$ cat src/rtl/cpu_pkg.sv
// Shared core constants: instruction memory geometry, NOP encoding and reset PC.
package cpu_pkg;
    localparam int ADDR_WIDTH = 8;
    localparam int DATA_WIDTH = 12;
    localparam int RESET_PC   = 0;
    localparam logic [DATA_WIDTH-1:0] NOP = {DATA_WIDTH{1'b0}};
endpackage

$ cat src/rtl/fetch_fifo.sv
// Fetch buffer: DEPTH x WIDTH circular FIFO with synchronous clear and occupancy count.
module fetch_fifo #(
    parameter int DEPTH = 2,
    parameter int WIDTH = 20
) (
    input  logic                     clk,
    input  logic                     rst_n,
    input  logic                     clear,
    input  logic                     push,
    input  logic                     pop,
    input  logic [WIDTH-1:0]         wdata,
    output logic [WIDTH-1:0]         rdata,
    output logic [$clog2(DEPTH):0]   count
);
    localparam int PW = $clog2(DEPTH);
    localparam int CW = PW + 1;

    logic [WIDTH-1:0] mem [DEPTH];
    logic [PW-1:0]    rd_ptr;
    logic [PW-1:0]    wr_ptr;

    // Callers never push when full or pop when empty; pointers wrap naturally.
    always_ff @(posedge clk) begin
        if (!rst_n) begin
            for (int i = 0; i < DEPTH; i++) mem[i] <= '0;
            rd_ptr <= '0;
            wr_ptr <= '0;
            count  <= '0;
        end else if (clear) begin
            rd_ptr <= '0;
            wr_ptr <= '0;
            count  <= '0;
        end else begin
            if (push) begin
                mem[wr_ptr] <= wdata;
                wr_ptr      <= wr_ptr + 1'b1;
            end
            if (pop) rd_ptr <= rd_ptr + 1'b1;
            count <= count + CW'(push) - CW'(pop);
        end
    end

    assign rdata = mem[rd_ptr];
endmodule

$ cat src/rtl/instr_fetch.sv
// Instruction fetch unit: owns the PC, samples async imem data and buffers
// {pc, instr} pairs towards decode; redirect outranks pop, push and stall.
module instr_fetch #(
    parameter int ADDR_WIDTH = cpu_pkg::ADDR_WIDTH,
    parameter int DATA_WIDTH = cpu_pkg::DATA_WIDTH,
    parameter int FIFO_DEPTH = 2,
    parameter int RESET_PC   = cpu_pkg::RESET_PC
) (
    input  logic                  clk,
    input  logic                  rst_n,
    output logic [ADDR_WIDTH-1:0] imem_addr,
    input  logic [DATA_WIDTH-1:0] imem_instr,
    input  logic                  stall,
    input  logic                  redirect,
    input  logic [ADDR_WIDTH-1:0] redirect_pc,
    output logic                  out_valid,
    input  logic                  out_ready,
    output logic [DATA_WIDTH-1:0] out_instr,
    output logic [ADDR_WIDTH-1:0] out_pc,
    output logic [15:0]           fetch_cnt
);
    localparam int CW = $clog2(FIFO_DEPTH) + 1;
    localparam int EW = ADDR_WIDTH + DATA_WIDTH;

    logic [ADDR_WIDTH-1:0] pc;
    logic [CW-1:0]         count;
    logic [EW-1:0]         head;
    logic                  full;
    logic                  push;
    logic                  pop;

    // Handshake: an entry transfers to decode on any edge where out_valid && out_ready
    // and no redirect is present; out_valid never drops and the head never changes
    // while waiting for out_ready, except on redirect or reset.
    assign full      = (count == CW'(FIFO_DEPTH));
    assign push      = !redirect && !stall && !full;
    assign pop       = out_valid && out_ready && !redirect;
    assign out_valid = (count != '0);
    assign imem_addr = pc;
    assign out_pc    = head[EW-1:DATA_WIDTH];
    assign out_instr = head[DATA_WIDTH-1:0];

    always_ff @(posedge clk) begin
        if (!rst_n) begin
            pc        <= ADDR_WIDTH'(RESET_PC);
            fetch_cnt <= '0;
        end else if (redirect) begin
            pc <= redirect_pc;
        end else begin
            if (push) pc <= pc + 1'b1;
            if (pop)  fetch_cnt <= fetch_cnt + 16'd1;
        end
    end

    fetch_fifo #(
        .DEPTH(FIFO_DEPTH),
        .WIDTH(EW)
    ) u_fifo (
        .clk   (clk),
        .rst_n (rst_n),
        .clear (redirect),
        .push  (push),
        .pop   (pop),
        .wdata ({pc, imem_instr}),
        .rdata (head),
        .count (count)
    );
endmodule

$ cat config.mk
export PLATFORM = sky130hd
export DESIGN_NAME = instr_fetch
export DESIGN_NICKNAME = d
export VERILOG_FILES = /design/src/rtl/cpu_pkg.sv /design/src/rtl/fetch_fifo.sv /design/src/rtl/instr_fetch.sv
export SDC_FILE = /design/constraint.sdc
export NUM_CORES = 1
export LEC_CHECK = 0
export CORE_ASPECT_RATIO = 1.25
export CORE_UTILIZATION = 45
export DETAILED_ROUTE_END_ITERATION = 10
export PLACE_DENSITY = 0.76
export SLEW_MARGIN = 30
export SYNTH_ARGS = -nofsm -noshare
export SYNTH_HDL_FRONTEND = slang
export SYNTH_HIERARCHICAL = 1
export SYNTH_SLANG_ARGS = --single-unit
$ cat constraint.sdc
create_clock -name clk -period 6.9 [get_ports clk]
set_clock_uncertainty 0.05 [all_clocks]
set_input_delay 1.035 -clock clk [delete_from_list [all_inputs] [get_ports clk]]
set_output_delay 1.035 -clock clk [all_outputs]
set_load 0.01 [all_outputs]
# ---- Word level (Yosys, flattened, before mapping)
# Memory sizes are Yosys's and may differ from the RTL's. A register that Yosys moved wholly into a read port is not among the register bits.
# Index checks and enable logic that the tools add are counted.
dict set report word_totals {
  mem_count 1
  ramBits 40
  out_inout_bits 45
  input_bits 25
  elab_cells 39
  regBits 28
}
dict set report op_classes {
  add_sub_neg 6
  n_mux 12
  bitwise_logic 2
  eq_ne 1
  n_reduce_logical 12
}
# name depth width read_ports rd_clocked_by_memory_dff wr line
set memory_table {}
lappend memory_table {u_fifo.mem 2 20 1 1 2 fetch_fifo.sv:18} ;# logic [WIDTH-1:0] mem [DEPTH];
# op count
set ops {}
lappend ops {{$mux W20} 1}
lappend ops {{$reduce_or A20 Y1} 1}
lappend ops {{$add A16 B1 Y16 const B} 1}
lappend ops {{$mux W8} 2}
lappend ops {{$mux W1} 9}
lappend ops {{$add A8 B1 Y8 const B} 1}
lappend ops {{$logic_and A1 B1 Y1} 4}
lappend ops {{$reduce_bool A2 Y1} 2}
lappend ops {{$logic_not A1 Y1} 3}
lappend ops {{$add A1 B1 Y1 const B} 2}
lappend ops {{$add A2 B1 Y2} 1}
lappend ops {{$eq A2 B2 Y1 const B} 1}
lappend ops {{$not A1 Y1} 2}
lappend ops {{$reduce_and A2 Y1} 1}
lappend ops {{$reduce_or A2 Y1} 1}
lappend ops {{$sub A2 B1 Y2} 1}

# ---- Depth between registers and ports, before layout
dict set report depth {
  ltp_word 9
  depth_mapped 9
  ltp_nobuf 8
}

# ---- Hierarchy
# The synthesis kept the hierarchy.
# mod area_each_um2 seq_area_each_um2 cells_each instances
set by_module_without_submodules {}
lappend by_module_without_submodules {fetch_fifo 1976.9 1301.2 135 1}
lappend by_module_without_submodules {instr_fetch 1203.7 480.5 143 1}

# ---- Least setup slack after synthesis
# No wires, ideal clock.
dict set report synth_timing {
  path_type {input to register}
  startpoint {in redirect}
  endpoint {mem u_fifo.mem[0][0] (enable)}
  path_slack_ps 3456
  path_buffers 0
  stages 3
  setup_time_ps 425
  required_time_ps 6425
  t_arrival_ps 2969
  cell_sequence {nor3_1 > nand2b_1 > o21ai_0}
}
# item line
set synth_lines {}
lappend synth_lines {{start, declared} instr_fetch.sv:14} ;# input logic redirect,
lappend synth_lines {{end, declared} fetch_fifo.sv:18}

==> out/summary.json <==
{
  "pwr_density_cell_nw_per_um2": 216,
  "setup_total_neg_slack_ns": 0,
  "synth_area_um2": 3180,
  "cts_inserted_buffers": 9,
  "synthDistinctLibCells": 42,
  "worstMarginPinSlew_ns": 0.889,
  "synth_async_sr_flop_share": 0,
  "setup_violations": 0,
  "number_of_antenna_violations_at_the_first_check_in_global_routing": 0,
  "core_um2": 6690,
  "timing.rr.start": "u_fifo/count[1]",
  "final.period_utilization": 0.469,
  "floorplan.io_pins": 70,
  "tritoncts": "built",
  "post_cts_resize_count": 0,
  "worstPathCellList": "mux2_2 > clkdlybuf4s50_1",
  "timing_hold_violations_final": 0,
  "net-switching-power_uw": 197,
  "num_vias": 2295,
  "cell_at_the_root_of_the_clock_tree": "sky130_fd_sc_hd__clkbuf_8",
  "edff_count_synth": 40,
  "worst-setup-path-type": "flop to output pin",
  "cap_viol_max_count": 0,
  "ant_nets": 0,
  "crit_path_end_kind": "output pin",
  "finalWirelength_um": 6360,
  "timing.hold.worst.start": "fetch_cnt[15]",
  "core.rowCount": 33,
  "drt-wirelength-per-cell_um": 14.6,
  "worst_hold_slack_ns": 0.421,
  "critical_path_arrival_ns": 2.15,
  "ys.flop_type": "sky130_fd_sc_hd__edfxtp_1",
  "grtUsageTotal": 0.184,
  "antenna-diode-count": 0,
  "power_frac_clock": 0.394,
  "drt_iter0_markers": 95,
  "internal_power_uw": 698,
  "timing.hold.worst.class": "flop to flop",
  "maximum_number_of_pins_on_one_net_before_global_route_repair": 42,
  "seq_area_frac_synth": 0.560,
  "clkSlewWorstSetupHoldPaths_ns": 0.07,
  "placement.io_buffers": 69,
  "relSlewSlack": 0.406,
  "number_of_global_route_vias_before_repair": 2306,
  "grt_remaining_overflow": 0,
  "setup_repair_after_global_routing_missed_its_margin": "false",
  "gp_routability_congestion": 0.776,
  "regToRegEndpoint": "u_fifo/mem[0][0]",
  "clock.fmax_mhz": 309,
  "ys_ff_latch": 69,
  "pwr-share-seq": 0.513,
  "power.switching_fraction": 0.220,
  "vias_per_cell": 5.28,
  "worstPathMaxFanout": 20,
  "flow.area_growth_from_synthesis_pct": 30.3,
  "post-dp-hpwl_um": 4210,
  "global_route_wire_length_before_repair_um": 10500,
  "cell_at_the_slowest_stage_of_the_critical_path": "sky130_fd_sc_hd__dfxtp_1",
  "cpPeakStageDelay_ns": 0.90,
  "nNetsFinal": 372,
  "worstSetupStartpointType": "flop",
  "rr_worst_depth": 4,
  "synth_warnings": 6,
  "final-max-slew-violation-count": 0,
  "cts.htree.levels": 3,
  "rrSetupSlack_ns": 4.70,
  "die_area_um2": 7410,
  "outcome": "completed",
  "syn_inst": 278,
  "clock-sinks": 69,
  "firstDrtPassIters": 4,
  "reported_leakage_power_nw": 1.60,
  "postSynthAreaPerCell_um2": 11.4,
  "irDropWorstVdd_v": 0.000105,
  "postSynthNetCount": 307,
  "cts_hold_buffers": 0,
  "die_height_um": 96.0,
  "holdPathEnd": "fetch_cnt[15]",
  "die_x_um": 77.2,
  "min_period_ns": 3.23,
  "clock_path_buffers": 2,
  "cp_data_required_time_ns": 5.81,
  "worstHoldPathCells": 2,
  "cts.repair_timing.setup_buffer_count": 0,
  "remaining_drc_errors": 0,
  "pwr-share-comb": 0.093,
  "initial_utilization": 0.475,
  "drive_gt1_frac": 0.126,
  "clk_latency_ns": 0.33
}
[logic make-up (layout without fill, tap and decap cells)]
kind of cell / after synthesis / after routing / synth area share
simple gates: 112 / 112 / 0.210
fa+ha+maj: 4 / 4 / 0.0157
compound gates: 32 / 32 / 0.0563
mux: 23 / 23 / 0.0803
buf+inv: 23 / 93 / 0.0323
flops: 69 / 69 / 0.560
xor+xnor: 15 / 15 / 0.0456
[state kept, by name (all words and copies together), names as in the netlist, named ones only]
| signal | cells |
|---|---|
| imem_addr | 8 |
| fetch_cnt | 16 |
| u_fifo/mem | 40 |
| u_fifo/count | 2 |
| u_fifo/rd_ptr | 1 |
| u_fifo/wr_ptr | 1 |
[synthesized netlist by cell type, types with 2 or more instances]
| cell | count | area, um^2 |
|---|---|---|
| sky130_fd_sc_hd__and3_1 | 40 | 250 |
| sky130_fd_sc_hd__edfxtp_1 | 40 | 1200 |
| sky130_fd_sc_hd__dfxtp_1 | 29 | 581 |
| sky130_fd_sc_hd__and2_1 | 2 | 12.5 |
| sky130_fd_sc_hd__nand2_1 | 11 | 41.3 |
| sky130_fd_sc_hd__mux2_2 | 20 | 225 |
| sky130_fd_sc_hd__clkbuf_2 | 3 | 15.0 |
| sky130_fd_sc_hd__o31ai_1 | 2 | 15.0 |
| sky130_fd_sc_hd__nand3_1 | 8 | 40.0 |
| sky130_fd_sc_hd__mux2i_1 | 3 | 30.0 |
| sky130_fd_sc_hd__clkbuf_1 | 4 | 15.0 |
| sky130_fd_sc_hd__a21oi_1 | 13 | 65.1 |
| sky130_fd_sc_hd__nor3_1 | 3 | 15.0 |
| sky130_fd_sc_hd__nor4b_1 | 3 | 26.3 |
| sky130_fd_sc_hd__or3_1 | 5 | 31.3 |
| sky130_fd_sc_hd__nand2b_1 | 8 | 50.1 |
| sky130_fd_sc_hd__o21ai_0 | 13 | 65.1 |
| sky130_fd_sc_hd__inv_1 | 8 | 30.0 |
| sky130_fd_sc_hd__nor4_1 | 3 | 18.8 |
| sky130_fd_sc_hd__nor2_1 | 13 | 48.8 |
| sky130_fd_sc_hd__nand4_1 | 3 | 18.8 |
| sky130_fd_sc_hd__xnor2_1 | 11 | 96.3 |
| sky130_fd_sc_hd__ha_1 | 4 | 50.1 |
| sky130_fd_sc_hd__or4_1 | 3 | 22.5 |
| sky130_fd_sc_hd__buf_2 | 7 | 35.0 |
| sky130_fd_sc_hd__xor2_1 | 3 | 26.3 |
[through the flow]
stage / worst slack, ns / util / area (um^2) / power, mW / instances
final: 3.67 / 0.620 / 4150 / 0.895 / 435
after global routing: 3.54 / 0.620 / 4150 / 0.929 / 435
after CTS: 3.60 / 0.617 / 4130 / 0.901 / 435
after detailed placement: 3.33 / 0.585 / 3920 / 0.552 / 419
after global placement: 3.46 / 0.585 / 3920 / 0.550 / 419
after floorplan: 3.46 / - / 3180 / 0.505 / 278
[placed cells by master, fill, tap and decap left out, types with 2 or more instances in the layout]
master and instances:
sky130_fd_sc_hd__clkdlybuf4s50_1 69, sky130_fd_sc_hd__edfxtp_1 40, sky130_fd_sc_hd__nand3_1 8, sky130_fd_sc_hd__nor4b_1 3
sky130_fd_sc_hd__nand2_1 11, sky130_fd_sc_hd__clkbuf_8 9, sky130_fd_sc_hd__nor4_1 3, sky130_fd_sc_hd__xnor2_1 11
sky130_fd_sc_hd__a21oi_1 13, sky130_fd_sc_hd__nand4_1 3, sky130_fd_sc_hd__inv_1 8, sky130_fd_sc_hd__nand2b_1 8
sky130_fd_sc_hd__xor2_1 3, sky130_fd_sc_hd__and3_1 40, sky130_fd_sc_hd__mux2i_1 3, sky130_fd_sc_hd__clkinv_2 2
sky130_fd_sc_hd__bufinv_16 2, sky130_fd_sc_hd__and2_1 2, sky130_fd_sc_hd__o21ai_0 11, sky130_fd_sc_hd__clkinv_4 2
sky130_fd_sc_hd__nor2_1 13, sky130_fd_sc_hd__o21ai_4 2, sky130_fd_sc_hd__or4_1 3, sky130_fd_sc_hd__o31ai_1 2
sky130_fd_sc_hd__or3_1 5, sky130_fd_sc_hd__nor3_1 3, sky130_fd_sc_hd__ha_1 4, sky130_fd_sc_hd__mux2_2 20
sky130_fd_sc_hd__dfxtp_1 29
[area by class of cell]
cell class | count | area, um^2
Tap cell | 87 | 109
Clock buffer | 10 | 128
Timing Repair Buffer | 69 | 691
Fill cell | 568 | 2540
Multi-Input combinational cell | 186 | 1320
Inverter | 8 | 30.0
Sequential cell | 69 | 1780
Clock inverter | 6 | 87.6
[critical path: cells and delay by family, from the launching register on]
kind / cells / cell delay [ns]
DFF: 1 / 0.90
buffers and inverters: 1 / 0.48
muxes: 1 / 0.43
[worst max-delay path by stage]
| stage | start | endpoint | cells after the start | slack (ns) |
|---|---|---|---|---|
| finish | flop | out_pc[4] | 2 | 3.67 |
| global route | flop | out_pc[6] | 2 | 3.54 |
| CTS | flop | out_pc[4] | 2 | 3.60 |
| detailed placement | redirect | u_fifo/mem[0][0] | 4 | 3.33 |
| global placement | redirect | u_fifo/mem[0][8] | 4 | 3.46 |
| floorplan | redirect | u_fifo/mem[0][0] | 3 | 3.46 |
[routing by layer]
metal / share of wire / vias up / track usage
li1: - / 1150 / -
met1: 0.42 / 1073 / 0.198
met2: 0.51 / 70 / 0.334
met3: 0.065 / 2 / 0.0616
met4: 0.0038 / 0 / 0.0723
met5: 0 / - / 0
[power groups by stage]
stage | Clock, mW | Sequential [mW] | Combinational, mW
global route | 0.378 | 0.461 | 0.0900
finish | 0.352 | 0.459 | 0.0833
CTS | 0.358 | 0.460 | 0.0832
global placement | 0 | 0.468 | 0.0815
floorplan | 0 | 0.468 | 0.0378
detailed placement | 0 | 0.469 | 0.0825
Note: power is estimated with default switching activity, not from simulation.
==> patch (same settings) <==
Change the parameter `FIFO_DEPTH` from 2 to 4.
--- a/src/rtl/instr_fetch.sv
+++ b/src/rtl/instr_fetch.sv
@@ -5,3 +5,3 @@
     parameter int DATA_WIDTH = cpu_pkg::DATA_WIDTH,
-    parameter int FIFO_DEPTH = 2,
+    parameter int FIFO_DEPTH = 4,
     parameter int RESET_PC   = cpu_pkg::RESET_PC
Function: changed (Yosys sat finds a counterexample within 4 cycles, from zero or initial values and one cycle with rst_n low).
==> patch against the original RTL <==
  * Worst setup slack got worse by 0.74 ns
  * First-iteration DRC count rose by 130%
  * Highest routed layer unchanged
  * Largest power group unchanged
  * Area after synthesis rose by 55%
  * Total power rose by 77%
  * Worst hold slack improved by 0.031 ns
  * Cell area rose by 50%
  * Sequential power rose by 66%
  * Die area rose by 54%
  * Wire length rose by 58%
  * Sequential cell count rose by 44
==> patch: results (changes against the original RTL) <==
----------------------------------------------------
[Global routing]
  Met3 usage ... 6.77% (was 6.16%)
  Global-route track usage on met2 ... 33.8% (was 33.4%)
  First-pass GRT wire length ... 16300 µm (was 10500 µm)
  Via count of the first global-routing pass ... 3345 (was 2306)
  Total GRT Usage ... 19.4% (was 18.4%)
  Global-route met1 utilization ... 22.0% (was 19.8%)
  Largest net degree at the start of global routing ... 35 (was 42)

[Place]
  Cell count after placement ... 575 (was 419)
  Final weighted congestion in routability-driven placement ... 0.764 (was 0.776)
  Post-detailed-placement half-perimeter wirelength ... 6630 µm (was 4210 µm)
  Pre-CTS worst setup slack ... 2.14 ns (was 3.33 ns)

[Final layout]
  Flip-flop count of the largest register after layout ... 80 (was 40)
  Share of post-route cells with drive strength above 1 ... 15.4% (was 12.6%)
  Number of nets at the end of the flow ... 492 (was 372)

[Timing]
  Achievable Freq ... 0.251 GHz (was 0.309 GHz)
  Hold slack ... 0.453 ns (was 0.421 ns)
  Worst-Margin Slew ... 0.924 ns (was 0.889 ns)

[Synthesis]
  Commonest cells in the netlist ... edfxtp_1, nor2_1, dfxtp_1 (was and3_1, edfxtp_1, dfxtp_1)
  Number of enable-type register cells in the synthesized netlist ... 80 (was 40)
  Synthesized instance count ... 393 (was 278)
  Nets in the synthesized netlist ... 423 (was 307)

[Worst setup path]
  Kind of cell adding the most delay to the critical path ... simple AND/OR/NAND/NOR gates (was flip-flops)
  Critical path capture point ... u_fifo/mem[1][7] (was out_pc[4])
  Delay contributed by the slowest stage of the critical path ... 0.98 ns (was 0.90 ns)
  Crit path max-delay cell type ... nand2_1 (was dfxtp_1)
  Flop2flop setup slack ... 3.57 ns (was 4.70 ns)
  Startpoint-to-endpoint class of the critical path ... in2reg (was reg2out)
  Launch instance of the worst register-to-register path ... u_fifo/count[2] (was u_fifo/count[1])

[Route]
  Met3 WL ... 648 µm (was 414 µm)
  Starting DRC count in detailed routing ... 216 (was 95)
  Routed via count ... 3246 (was 2295)
  Mean routed wirelength per cell ... 16.5 µm (was 14.6 µm)
  Total Wirelength ... 10000 µm (was 6360 µm)

[Run status]
  Run status ... finished clean (unchanged)

[Clock tree]
  Root Buffer Master ... clkbuf_16 (was clkbuf_8)
  Clock latency on the worst-skew pair ... 0.40 ns (was 0.33 ns)
  Clock transition at path regs ... 0.05 ns (was 0.07 ns)
  Number of buffers inserted during clock tree synthesis ... 17 (was 9)

[Power and ir drop]
  Maximum vdd ir drop ... 0.000222 V (was 0.000105 V)
  Leakage ... 2.09 nW (was 1.60 nW)
  Internal power summed over all cells ... 1.25 mW (was 0.698 mW)

----------------------------------------------------
[patch: kinds of logic after synthesis]
kind of cell	Yosys count	share of synthesized area [%]
adder cells (fa/ha/maj)	5	1.42
buffers and inverters	30	2.79
XOR/XNOR	18	3.47
flip-flops	113	62.0
AND/OR/NAND/NOR	170	16.9
AO/OA/AOI/OAI	36	4.10
multiplexers	21	9.32
[patch: worst min path at each step]
stage                        startpoint       endpoint
final                     fetch_cnt[13]  fetch_cnt[13]
after global routing      fetch_cnt[15]  fetch_cnt[15]
after CTS                 fetch_cnt[13]  fetch_cnt[13]
after detailed placement  fetch_cnt[13]  fetch_cnt[13]
after global placement    fetch_cnt[15]  fetch_cnt[15]
after floorplan           fetch_cnt[15]  fetch_cnt[15]
[patch: layout make-up]
type / count / area, µm²
clock buffers: 21 / 440
multi-input cells: 250 / 1750
flip-flops and latches: 113 / 3060
inverters: 9 / 33.8
fillers: 834 / 4410
well taps: 132 / 165
clock inverters: 11 / 47.5
repair buffers: 71 / 706
